--- config.mk ---
export PLATFORM = sky130hd
export DESIGN_NAME = dmem_arbiter
export DESIGN_NICKNAME = d
export VERILOG_FILES = /design/src/rtl/cpu_pkg.sv /design/src/rtl/sat_counter.sv /design/src/rtl/dmem_arbiter.sv
export SDC_FILE = /design/constraint.sdc
export NUM_CORES = 1
export LEC_CHECK = 0
export BUFFER_PORTS_ARGS = -buffer_cell sky130_fd_sc_hd__clkbuf_2
export CORE_AREA = 2 2 117 119
export DETAILED_ROUTE_END_ITERATION = 10
export DIE_AREA = 0 0 119 121
export PLACE_DENSITY = 0.53
export SETUP_SLACK_MARGIN = 0.4
export SYNTH_ARGS = -nofsm -noshare
export SYNTH_HDL_FRONTEND = slang
export SYNTH_SLANG_ARGS = --single-unit
--- constraint.sdc ---
create_clock -name clk -period 5.9 [get_ports clk]
set_input_delay 0.885 -clock clk [delete_from_list [all_inputs] [get_ports clk]]
set_output_delay 0.885 -clock clk [all_outputs]
set_load 0.05 [all_outputs]
--- src/rtl/cpu_pkg.sv ---
// Shared definitions for the data-memory arbiter: ownership state encoding and
// the address bit that selects peripheral space.
package cpu_pkg;

   typedef enum logic {
      S_CPU = 1'b0,
      S_DMA = 1'b1
   } arb_state_t;

   localparam int PERIPH_BIT = 30;

endpackage

--- src/rtl/sat_counter.sv ---
// Saturating up-counter with a synchronous clear and asynchronous active-low reset.
// A clear and an increment in the same cycle load 1, so a first event is never lost.
module sat_counter #(
   parameter int W     = 4,
   parameter int LIMIT = 4
) (
   input  logic         i_clk,
   input  logic         i_rst_n,
   input  logic         i_clr,
   input  logic         i_inc,
   output logic [W-1:0] o_cnt
);

   logic [W-1:0] r_cnt;
   logic [W-1:0] w_base;

   assign w_base = i_clr ? '0 : r_cnt;

   always_ff @(posedge i_clk or negedge i_rst_n) begin
      if (!i_rst_n) begin
         r_cnt <= '0;
      end else if (i_inc && (w_base != W'(LIMIT))) begin
         r_cnt <= w_base + 1'b1;
      end else begin
         r_cnt <= w_base;
      end
   end

   assign o_cnt = r_cnt;

endmodule

--- src/rtl/dmem_arbiter.sv ---
// Shares the single-port data memory between the CPU MEM stage and a DMA master.
// Optional macro DMEM_ARB_STATS_EN adds stall/beat statistics counters.
module dmem_arbiter
   import cpu_pkg::*;
#(
   parameter int MAX_WAIT  = 4,
   parameter int BURST_MAX = 8,
   parameter int CW        = 4
) (
   input  logic        clk,
   input  logic        reset,
   input  logic        cpu_rd,
   input  logic        cpu_wr,
   input  logic [31:0] cpu_addr,
   input  logic [31:0] cpu_wdata,
   output logic [31:0] cpu_rdata,
   output logic        cpu_stall,
   input  logic        dma_req,
   input  logic        dma_wr,
   input  logic [31:0] dma_addr,
   input  logic [31:0] dma_wdata,
   input  logic        dma_last,
   output logic        dma_gnt,
   output logic [31:0] dma_rdata,
   output logic        dma_rvalid,
   output logic        mem_rd,
   output logic        mem_wr,
   output logic [31:0] mem_addr,
   output logic [31:0] mem_wdata,
   input  logic [31:0] mem_rdata,
   output arb_state_t  dbg_state
`ifdef DMEM_ARB_STATS_EN
   ,
   output logic [31:0] stat_stall,
   output logic [31:0] stat_beats
`endif
);

   localparam logic LP_MULTI_BEAT = (BURST_MAX > 1);

   // Handshake: D presents dma_* with dma_req and holds them stable; a beat
   // transfers in the cycle dma_gnt=1. A granted read returns dma_rdata one
   // cycle later, qualified by a single-cycle dma_rvalid.
   arb_state_t    r_state;
   arb_state_t    w_state_nxt;
   logic          w_cpu_access;
   logic          w_gnt;
   logic          w_stall;
   logic          w_wait_max;
   logic          w_beat_final;
   logic          w_wait_clr;
   logic          w_wait_inc;
   logic          w_beat_clr;
   logic [CW-1:0] w_wait_cnt;
   logic [CW-1:0] w_beat_cnt;
   logic          r_rvalid;
   logic [31:0]   r_rdata;

   assign w_cpu_access = (cpu_rd | cpu_wr) & ~cpu_addr[PERIPH_BIT];
   assign w_wait_max   = (w_wait_cnt == CW'(MAX_WAIT));
   assign w_beat_final = (w_beat_cnt == CW'(BURST_MAX - 1));

   always_ff @(posedge clk or negedge reset) begin
      if (!reset) begin
         r_state <= S_CPU;
      end else begin
         r_state <= w_state_nxt;
      end
   end

   always_comb begin
      w_state_nxt = r_state;
      w_gnt       = 1'b0;
      w_stall     = 1'b0;
      case (r_state)
         S_CPU: begin
            w_gnt = dma_req & (~w_cpu_access | w_wait_max);
            if (w_gnt & ~dma_last & LP_MULTI_BEAT) begin
               w_state_nxt = S_DMA;
            end
         end
         S_DMA: begin
            w_gnt = dma_req;
            if (~dma_req | dma_last | w_beat_final) begin
               w_state_nxt = S_CPU;
            end
         end
         default: w_state_nxt = S_CPU;
      endcase
      // Nothing may be granted or frozen while reset is held.
      if (!reset) begin
         w_gnt = 1'b0;
      end
      w_stall = reset & w_cpu_access & (w_gnt | (r_state == S_DMA));
   end

   assign w_wait_clr = w_gnt | ~dma_req;
   assign w_wait_inc = (r_state == S_CPU) & dma_req & w_cpu_access & ~w_gnt;
   assign w_beat_clr = (r_state == S_CPU);

   sat_counter #(.W(CW), .LIMIT(MAX_WAIT)) u_wait_cnt (
      .i_clk   (clk),
      .i_rst_n (reset),
      .i_clr   (w_wait_clr),
      .i_inc   (w_wait_inc),
      .o_cnt   (w_wait_cnt)
   );

   // Loaded with 1 on the entry beat, so it counts every beat of the period.
   sat_counter #(.W(CW), .LIMIT(BURST_MAX)) u_beat_cnt (
      .i_clk   (clk),
      .i_rst_n (reset),
      .i_clr   (w_beat_clr),
      .i_inc   (w_gnt),
      .o_cnt   (w_beat_cnt)
   );

   always_comb begin
      mem_rd    = cpu_rd & ~cpu_addr[PERIPH_BIT];
      mem_wr    = cpu_wr & ~cpu_addr[PERIPH_BIT];
      mem_addr  = cpu_addr;
      mem_wdata = cpu_wdata;
      if (w_gnt) begin
         mem_rd    = ~dma_wr;
         mem_wr    = dma_wr;
         mem_addr  = dma_addr;
         mem_wdata = dma_wdata;
      end
   end

   always_ff @(posedge clk or negedge reset) begin
      if (!reset) begin
         r_rvalid <= 1'b0;
         r_rdata  <= '0;
      end else begin
         r_rvalid <= w_gnt & ~dma_wr;
         if (w_gnt & ~dma_wr) begin
            r_rdata <= mem_rdata;
         end
      end
   end

`ifdef DMEM_ARB_STATS_EN
   logic [31:0] r_stat_stall;
   logic [31:0] r_stat_beats;

   always_ff @(posedge clk or negedge reset) begin
      if (!reset) begin
         r_stat_stall <= '0;
         r_stat_beats <= '0;
      end else begin
         r_stat_stall <= r_stat_stall + {31'd0, w_stall};
         r_stat_beats <= r_stat_beats + {31'd0, w_gnt};
      end
   end

   assign stat_stall = r_stat_stall;
   assign stat_beats = r_stat_beats;
`endif

   assign dma_gnt    = w_gnt;
   assign cpu_stall  = w_stall;
   assign cpu_rdata  = mem_rdata;
   assign dma_rdata  = r_rdata;
   assign dma_rvalid = r_rvalid;
   assign dbg_state  = r_state;

endmodule

== After elaboration in Yosys (flattened, before gate mapping) ==
Index checks and enable logic that the tools add are counted.

* Add/sub/neg operators: 2
* Equal/unequal tests: 4
* Mux-type cells: 13
* Bitwise logic cells: 24
* Reduce and logical (&&, ||, !) cells: 2

{| class="wikitable"
|+ Operators with widths
! cell !! count
|-
| $mux W32 || 2
|-
| $mux W4 || 4
|-
| $and A1 B1 Y1 || 11
|-
| $add A4 B1 Y4 const B || 2
|-
| $eq A4 B3 Y1 const B || 2
|-
| $not A1 Y1 || 7
|-
| $or A1 B1 Y1 || 6
|-
| $mux W1 || 5
|-
| $ne A4 B3 Y1 const B || 1
|-
| $ne A4 B4 Y1 const B || 1
|-
| $pmux W1 S2 || 2
|-
| $logic_and A1 B1 Y1 || 2
|}

* Register bits after elaboration: 42
* Bits of input ports: 167
* Output and inout bits: 134
* Logic and storage cells: 50

== Longest topological paths before layout ==
Gate-level depths: netlist of run 1.

* Depth after elaboration: 12
* Gate-level depth with buffers: 8

== Cells and area by module ==
A second synthesis of run 1 with hierarchy kept.

* Cell total of the unflattened synthesis: 244
* Area total of the unflattened synthesis: 3,098.0 sq um

{| class="wikitable"
|+ Modules (own cells, without submodules)
! module !! instances !! cells an instance !! area an instance (sq um) !! seq. area each (sq um)
|-
| dmem_arbiter || 1 || 194 || 2,622.5 || 850.8
|-
| sat_counter (u_beat_cnt) || 1 || 24 || 241.5 || 100.1
|-
| sat_counter (u_wait_cnt) || 1 || 26 || 234.0 || 100.1
|}

== Worst setup path after synthesis of run 1 ==
No wires, ideal clock.

* Kind: input to output
* Start point: input cpu_wr
* End point: output mem_wr
* Arrival: 2.561 ns
* Data required time: 5.015 ns
* Path slack: 2.454 ns
* Stages on the path: 6
* Path buffers: 2
* Cell sequence: o21bai_1 -> o311ai_2 -> buf_2 -> buf_4 -> a21boi_0 -> nor2_1

* Cells in the longest elaborated chain, start to end: 8

{| class="wikitable"
|+ RTL lines
! item !! line !! source
|-
| start: declaration || dmem_arbiter.sv:13 || <nowiki>input logic cpu_wr,</nowiki>
|-
| $or A1 B1 Y1 || dmem_arbiter.sv:59 || <nowiki>assign w_cpu_access = (cpu_rd | cpu_wr) & ~cpu_addr[PERIPH_BIT];</nowiki>
|-
| $and A1 B1 Y1 || dmem_arbiter.sv:59 ||
|-
| $not A1 Y1 || dmem_arbiter.sv:77 || <nowiki>w_gnt = dma_req & (~w_cpu_access | w_wait_max);</nowiki>
|-
| $or A1 B1 Y1 || dmem_arbiter.sv:77 ||
|-
| $and A1 B1 Y1 || dmem_arbiter.sv:77 ||
|-
| $pmux W1 S2 || dmem_arbiter.sv:75 || <nowiki>case (r_state)</nowiki>
|-
| $mux W1 || dmem_arbiter.sv:91 || <nowiki>if (!reset) begin</nowiki>
|-
| $mux W1 (*) || dmem_arbiter.sv:123 || <nowiki>if (w_gnt) begin</nowiki>
|-
| end: declaration || dmem_arbiter.sv:27 || <nowiki>output logic mem_wr,</nowiki>
|}

Mark *: on every way between the ends. The rest lies on a longest branch, timed or not.

== Worst setup path in the final report of run 1 ==
* Start point: input cpu_addr[30]
* End point: output mem_wdata[10]

* Cells in the longest elaborated chain, start to end: 8

{| class="wikitable"
|+ RTL lines
! item !! line !! source
|-
| start: declaration || dmem_arbiter.sv:14 || <nowiki>input logic [31:0] cpu_addr,</nowiki>
|-
| $not A1 Y1 || dmem_arbiter.sv:59 ||
|-
| $and A1 B1 Y1 || dmem_arbiter.sv:59 ||
|-
| $not A1 Y1 || dmem_arbiter.sv:77 ||
|-
| $or A1 B1 Y1 || dmem_arbiter.sv:77 ||
|-
| $and A1 B1 Y1 || dmem_arbiter.sv:77 ||
|-
| $pmux W1 S2 || dmem_arbiter.sv:75 ||
|-
| $mux W1 || dmem_arbiter.sv:91 ||
|-
| $mux W32 || dmem_arbiter.sv:123 ||
|-
| end: declaration || dmem_arbiter.sv:29 || <nowiki>output logic [31:0] mem_wdata,</nowiki>
|}

Every way passes these cells.

==> flow_metrics.env, run 1 <==
export IMPL_totalNegativeSetupSlack_ns=0
export IMPL_die_area_um2=14400
export IMPL_detailedPlacementHpwl_um=9200
export IMPL_route_detailed_vias_per_inst=4.16
export IMPL_num_antenna_cells=0
export IMPL_finalClockSkew_ns=0.00299
export IMPL_mappedNetlistNets=410
export IMPL_clk_transition_reported_paths_ns=0.06
export IMPL_grt_antenna_before_repair=1
export IMPL_synth_cells=239
export IMPL_grt_setup_unrepaired="false"
export IMPL_initial_core_util=0.218
export IMPL_fp_coreArea_um2=13100
export IMPL_maxSlewViolCount=0
export IMPL_worst_setup_path_type="in -> out"
export IMPL_finalHoldViolCount=0
export IMPL_die_width_um=119
export IMPL_cp_data_arrival_time_ns=3.08
export IMPL_postCtsSetupRepairBufs=0
export IMPL_worst_vdd_rail_ir_drop_v=0.000161
export IMPL_cts_repair_resize_count=0
export IMPL_cts_sink_count=42
export IMPL_via_count=2838
export IMPL_critical_path_required_ns=5.02
export IMPL_clock_tree_htree_level_count=2
export IMPL_grt_start_max_net_pins=66
export IMPL_final_period_utilization=0.673
export IMPL_min_period_ns=3.97
export IMPL_detailed_route_wl_um=10700
export IMPL_fmaxAchievable_mhz=252
export IMPL_maxSlewHeadroom=0.470
export IMPL_synth_avg_cell_area_um2=12.0
export IMPL_final_cell_area_um2=4430
export IMPL_placement_cell_area_um2=4290
export IMPL_first_pass_iters=4
export IMPL_power_per_cell_area_nw_per_um2=290
export IMPL_cts_buffers=5
export IMPL_layout_commonest_cell="sky130_fd_sc_hd__clkbuf_2"
export IMPL_cts_root_buf="sky130_fd_sc_hd__clkbuf_16"
export IMPL_portBuffers=300
export IMPL_detail_route_iter0_violations=114
export IMPL_cts_hold_fix_buffers=0
export IMPL_ys_seq_area_frac=0.368
export IMPL_gpl_final_weighted_congestion=0.813
export IMPL_number_of_distinct_library_cells_after_synthesis=31
export IMPL_routedWlPerCell_um=15.7
export IMPL_route_detailed_drc=0
export IMPL_layout_common_cells="300 x sky130_fd_sc_hd__clkbuf_2, 95 x sky130_fd_sc_hd__mux2_2, 42 x sky130_fd_sc_hd__dfrtp_1"
export IMPL_global_route_wire_length_before_repair_um=15300
export IMPL_hold_ws_ns=0.491
export IMPL_clk_path_buf_depth=2
export IMPL_clkLatencyLatePin_ns=0.28
export IMPL_num_io_pins=301
export IMPL_num_nets_final=677
export IMPL_track_usage=0.139
export IMPL_die_y_um=121
export IMPL_gr_total_overflow=0
export IMPL_setup_viol=0
export IMPL_crit_path_max_fanout=65
export IMPL_fill_cells=1384
export IMPL_end_kind="output port"
export IMPL_synth_seq_cells=42
export IMPL_tightest_slew_ns=0.795
export IMPL_hold_path_class="reg -> reg"
export IMPL_cap_viol_max_count=0
export IMPL_final_layout_size_suffix_gt1_frac=0.809
export IMPL_startpoint_type="primary input"
export IMPL_area_delta_synth_final_pct=55.1
export IMPL_final_antenna_net_count=0
export IMPL_power_leakage_nw=2.40
export IMPL_status="completed"
export IMPL_grt_pass1_vias=2799
export IMPL_num_rows=42
export IMPL_yosys_warnings=0
export IMPL_post_synth_instance_area_um2=2860
export IMPL_cts_tree="yes"
synth_stat cells:
| library cell | number | share of area |
|---|---|---|
| sky130_fd_sc_hd__buf_4 | 33 | 0.087 |
| sky130_fd_sc_hd__a21boi_0 | 2 | 0.0053 |
| sky130_fd_sc_hd__o21a_1 | 1 | 0.0026 |
| sky130_fd_sc_hd__nor4b_1 | 1 | 0.0031 |
| sky130_fd_sc_hd__o311ai_2 | 1 | 0.0057 |
| sky130_fd_sc_hd__mux2i_1 | 2 | 0.0070 |
| sky130_fd_sc_hd__nor3_1 | 2 | 0.0035 |
| sky130_fd_sc_hd__a31o_2 | 1 | 0.0031 |
| sky130_fd_sc_hd__dfrtp_1 | 42 | 0.37 |
| sky130_fd_sc_hd__nor3_2 | 1 | 0.0035 |
| sky130_fd_sc_hd__o21bai_1 | 1 | 0.0026 |
| sky130_fd_sc_hd__a311oi_1 | 2 | 0.0061 |
| sky130_fd_sc_hd__xnor2_1 | 3 | 0.0092 |
| sky130_fd_sc_hd__o21ai_0 | 1 | 0.0017 |
| sky130_fd_sc_hd__nor4b_4 | 1 | 0.0083 |
| sky130_fd_sc_hd__mux2_1 | 2 | 0.0079 |
| sky130_fd_sc_hd__nand3_1 | 4 | 0.0070 |
| sky130_fd_sc_hd__ha_1 | 4 | 0.018 |
| sky130_fd_sc_hd__and2_1 | 2 | 0.0044 |
| sky130_fd_sc_hd__a41o_1 | 1 | 0.0035 |
| sky130_fd_sc_hd__o31ai_1 | 1 | 0.0026 |
| sky130_fd_sc_hd__clkbuf_1 | 1 | 0.0013 |
| sky130_fd_sc_hd__buf_6 | 4 | 0.016 |
| sky130_fd_sc_hd__buf_2 | 5 | 0.0088 |
| sky130_fd_sc_hd__inv_1 | 7 | 0.0092 |
| sky130_fd_sc_hd__nand2_1 | 6 | 0.0079 |
| sky130_fd_sc_hd__mux2_2 | 95 | 0.37 |
| sky130_fd_sc_hd__a21oi_1 | 4 | 0.0070 |
| sky130_fd_sc_hd__nor2_1 | 7 | 0.0092 |
| sky130_fd_sc_hd__nor3_4 | 1 | 0.0057 |
| sky130_fd_sc_hd__nor2b_1 | 1 | 0.0022 |
stage by stage:
stage	std cells	power [mW]	util	worst slack (ns)
after floorplan	239	0.856	-	2.45
after global routing	683	1.35	0.339	1.84
after CTS	683	1.31	0.339	1.96
after detailed placement	675	1.03	0.328	1.96
final	683	1.29	0.339	1.93
after global placement	675	1.02	0.328	2.01
registers in the layout, summed over array words and instances (netlist names):
name / flops
dma_rdata: 32
dma_rvalid: 1
dbg_state: 1
u_beat_cnt.o_cnt: 4
u_wait_cnt.o_cnt: 4
critical path: stages:
cell,delay [ns]
sky130_fd_sc_hd__clkbuf_2,0.11
sky130_fd_sc_hd__o21bai_1,0.29
sky130_fd_sc_hd__o311ai_4,0.36
sky130_fd_sc_hd__buf_4,0.69
sky130_fd_sc_hd__mux2_2,0.47
sky130_fd_sc_hd__clkbuf_2,0.26
path summary, 6_finish.rpt:
path | start | to | slack, ns | cells past startpoint
min | dma_rdata[0]$_DFFE_PN0P_ | dma_rdata[0]$_DFFE_PN0P_ | 0.49 | 1
max | cpu_addr[30] | mem_wdata[10] | 1.93 | 6
min reg2reg | dma_rdata[0]$_DFFE_PN0P_ | dma_rdata[0]$_DFFE_PN0P_ | 0.49 | 1
min in group asynchronous | reset | dma_rdata[20]$_DFFE_PN0P_ | 0.77 | 2
max in group asynchronous | reset | dma_rdata[7]$_DFFE_PN0P_ | 4.74 | 2
max reg2reg | u_wait_cnt.o_cnt[0]$_DFF_PN0_ | dma_rdata[22]$_DFFE_PN0P_ | 3.36 | 5
power by group:
| group | total [mW] | internal [mW] | switching, mW |
|---|---|---|---|
| registers | 0.368 | 0.340 | 0.0275 |
| logic | 0.648 | 0.178 | 0.470 |
| clock network | 0.271 | 0.157 | 0.114 |
| total | 1.29 | 0.675 | 0.612 |
final cells by class:
cell class	instances	area, um2	share of cell area
flip-flops and latches	42	1050	0.237
inverters	7	26.3	0.00593
clock buffers	6	129	0.0291
repair buffers	303	1520	0.344
multi-input cells	147	1470	0.332
well taps	176	220	0.0497
clock inverters	2	13.8	0.00310
routing by layer:
layer,global-route usage,share of wire,vias to the layer above
li1,-,-,1357
met3,0.0395,0.070,13
met5,0,0.00075,-
met4,0.0394,0.018,2
met2,0.217,0.47,128
met1,0.186,0.44,1338
cell families (layout without fill, tap and decap cells):
kind of cell             after synthesis  in the layout  synth area share
multiplexers                          99             99             0.389
buffers and inverters                 50            318             0.122
flip-flops                            42             42             0.368
AND/OR/NAND/NOR                       26             26            0.0547
AO/OA/AOI/OAI                         15             15            0.0403
adder cells (fa/ha/maj)                4              4            0.0175
XOR/XNOR                               3              3           0.00919
No activity file was read; power rests on OpenSTA's default activity.
==> run 2: changes to the inputs <==
CORE_AREA = 2 2 116 118   (was 2 2 117 119)
DIE_AREA = 0 0 118 120   (was 0 0 119 121)
PLACE_DENSITY = 0.56   (was 0.53)
clock period = 3.2 ns   (was 5.9 ns; I/O delays follow)
==> flow_metrics.env, run 2 (synthesized netlist as in run 1, its figures left out) <==
export IMPL_detailedPlacementHpwl_um=8070
export IMPL_num_io_pins=301
export IMPL_maxSlewHeadroom=0.565
export IMPL_fin_util=0.345
export IMPL_initial_core_util=0.220
export IMPL_area_delta_synth_final_pct=56.7
export IMPL_setup_viol=0
export IMPL_status="completed"
export IMPL_detail_route_iter0_violations=62
export IMPL_clk_path_buf_depth=2
export IMPL_via_count=2896
export IMPL_final_cell_area_um2=4480
export IMPL_hold_path_class="in -> async"
export IMPL_grt_start_max_net_pins=50
export IMPL_final_critical_path_setup_slack_ns=0.494
export IMPL_instance_count_after_placement_with_tap_cells_included=676
export IMPL_fp_coreArea_um2=13000
export IMPL_route_detailed_vias_per_inst=4.22
export IMPL_placement_cell_area_um2=4330
export IMPL_cts_sink_count=42
export IMPL_num_rows=42
export IMPL_global_route_wire_length_before_repair_um=13700
export IMPL_finalClockSkew_ns=0.00847
export IMPL_power_per_cell_area_nw_per_um2=527
export IMPL_critical_path_required_ns=2.72
export IMPL_final_antenna_net_count=0
export IMPL_cap_viol_max_count=0
export IMPL_grt_antenna_before_repair=1
export IMPL_final_period_utilization=0.846
export IMPL_maxSlewViolCount=0
export IMPL_worst_setup_path_type="in -> out"
export IMPL_grt_pass1_vias=2729
export IMPL_first_pass_iters=4
export IMPL_totalNegativeSetupSlack_ns=0
export IMPL_routedWlPerCell_um=13.6
export IMPL_cp_data_arrival_time_ns=2.23
export IMPL_layout_commonest_cell="sky130_fd_sc_hd__clkbuf_2"
export IMPL_setup_reg_to_reg_worst_slack_ns=0.74
export IMPL_clock_tree_htree_level_count=2
export IMPL_worst_r2r_endpoint="u_wait_cnt.o_cnt[1]$_DFF_PN0_"
export IMPL_setup_worst_path_end="mem_wdata[7]"
export IMPL_min_period_ns=2.71
export IMPL_layout_common_cells="299 x sky130_fd_sc_hd__clkbuf_2, 95 x sky130_fd_sc_hd__mux2_2, 41 x sky130_fd_sc_hd__dfrtp_1"
export IMPL_hold_ws_ns=0.0682
export IMPL_ff2ff_path_depth=8
export IMPL_cts_buffers=5
export IMPL_power_leakage_nw=2.42
export IMPL_largest_reg_flops=32
export IMPL_cts_tree="yes"
export IMPL_die_y_um=120
export IMPL_final_layout_size_suffix_gt1_frac=0.811
export IMPL_clk_transition_reported_paths_ns=0.06
export IMPL_worst_vdd_rail_ir_drop_v=0.000360
export IMPL_clkLatencyLatePin_ns=0.28
export IMPL_finalHoldViolCount=0
export IMPL_portBuffers=300
export IMPL_die_width_um=118
export IMPL_cts_root_buf="sky130_fd_sc_hd__clkbuf_16"
export IMPL_crit_path_max_fanout=49
export IMPL_design_power_total_mw=2.36
export IMPL_end_kind="output port"
export IMPL_gpl_final_weighted_congestion=0.792
export IMPL_die_area_um2=14200
export IMPL_track_usage=0.121
export IMPL_gr_total_overflow=0
export IMPL_num_nets_final=679
export IMPL_fill_cells=1310
export IMPL_grt_setup_unrepaired="false"
export IMPL_cts_hold_fix_buffers=0
export IMPL_post_place_ws_ns=0.400
export IMPL_fmaxAchievable_mhz=369
export IMPL_route_detailed_drc=0
export IMPL_tightest_slew_ns=0.650
export IMPL_detailed_route_wl_um=9310
export IMPL_critical_path_startpoint="cpu_addr[30]"
export IMPL_startpoint_type="primary input"
export IMPL_timing_rr_start="u_wait_cnt.o_cnt[2]$_DFF_PN0_"
export IMPL_stdcell_count=686
run 2: cell count changes in the layout (fill, tap and decap cells not counted):
cell / before / now
sky130_fd_sc_hd__buf_12: 0 / 2
sky130_fd_sc_hd__buf_4: 3 / 4
sky130_fd_sc_hd__clkbuf_2: 300 / 299
sky130_fd_sc_hd__dfrtp_1: 42 / 41
sky130_fd_sc_hd__dfrtp_2: 0 / 1
sky130_fd_sc_hd__diode_2: 0 / 1
run 2: per-layer routing:
layer	vias to the layer above	part of all wire	GRT usage
li1	1363	-	-
met1	1368	0.38	0.142
met2	149	0.51	0.213
met3	16	0.071	0.0266
met4	0	0.030	0.0520
met5	-	0	0
run 2: worst min path at each step:
stage               startpoint                            end  slack, ns
global placement         reset            dbg_state$_DFF_PN0_       0.37
CTS                      reset            dbg_state$_DFF_PN0_       0.07
global route             reset  u_beat_cnt.o_cnt[0]$_DFF_PN0_       0.06
detailed placement       reset  u_beat_cnt.o_cnt[2]$_DFF_PN0_       0.37
finish                   reset  u_beat_cnt.o_cnt[1]$_DFF_PN0_       0.07
floorplan                reset            dbg_state$_DFF_PN0_       0.18
run 2: worst max-delay path, stage by stage:
cell                       delay (ns)
sky130_fd_sc_hd__clkbuf_2        0.09
sky130_fd_sc_hd__o21bai_1        0.29
sky130_fd_sc_hd__o311ai_4        0.39
sky130_fd_sc_hd__buf_12          0.29
sky130_fd_sc_hd__mux2_2          0.40
sky130_fd_sc_hd__clkbuf_2        0.25
run 2: power breakdown:
group / leakage [nW] / switching [mW] / internal, mW
registers: 0.517 / 0.0506 / 0.628
clock network: 0.0708 / 0.203 / 0.289
logic: 1.83 / 0.857 / 0.334
run 2: layout make-up:
class,count,area (um2),area share
diodes,1,2.50,0.000559
clock buffers,6,129,0.0288
clock inverters,2,13.8,0.00307
inverters,7,26.3,0.00586
multi-input cells,147,1470,0.328
flip-flops and latches,42,1050,0.235
well taps,176,220,0.0491
repair buffers,305,1570,0.350
run 2: what timing repair did:
action                                  in CTS  in global routing
buffers inserted                             1                  0
resized for setup                            0                  1
pin swaps                                    1                  1
endpoints found under the setup margin      46                  2
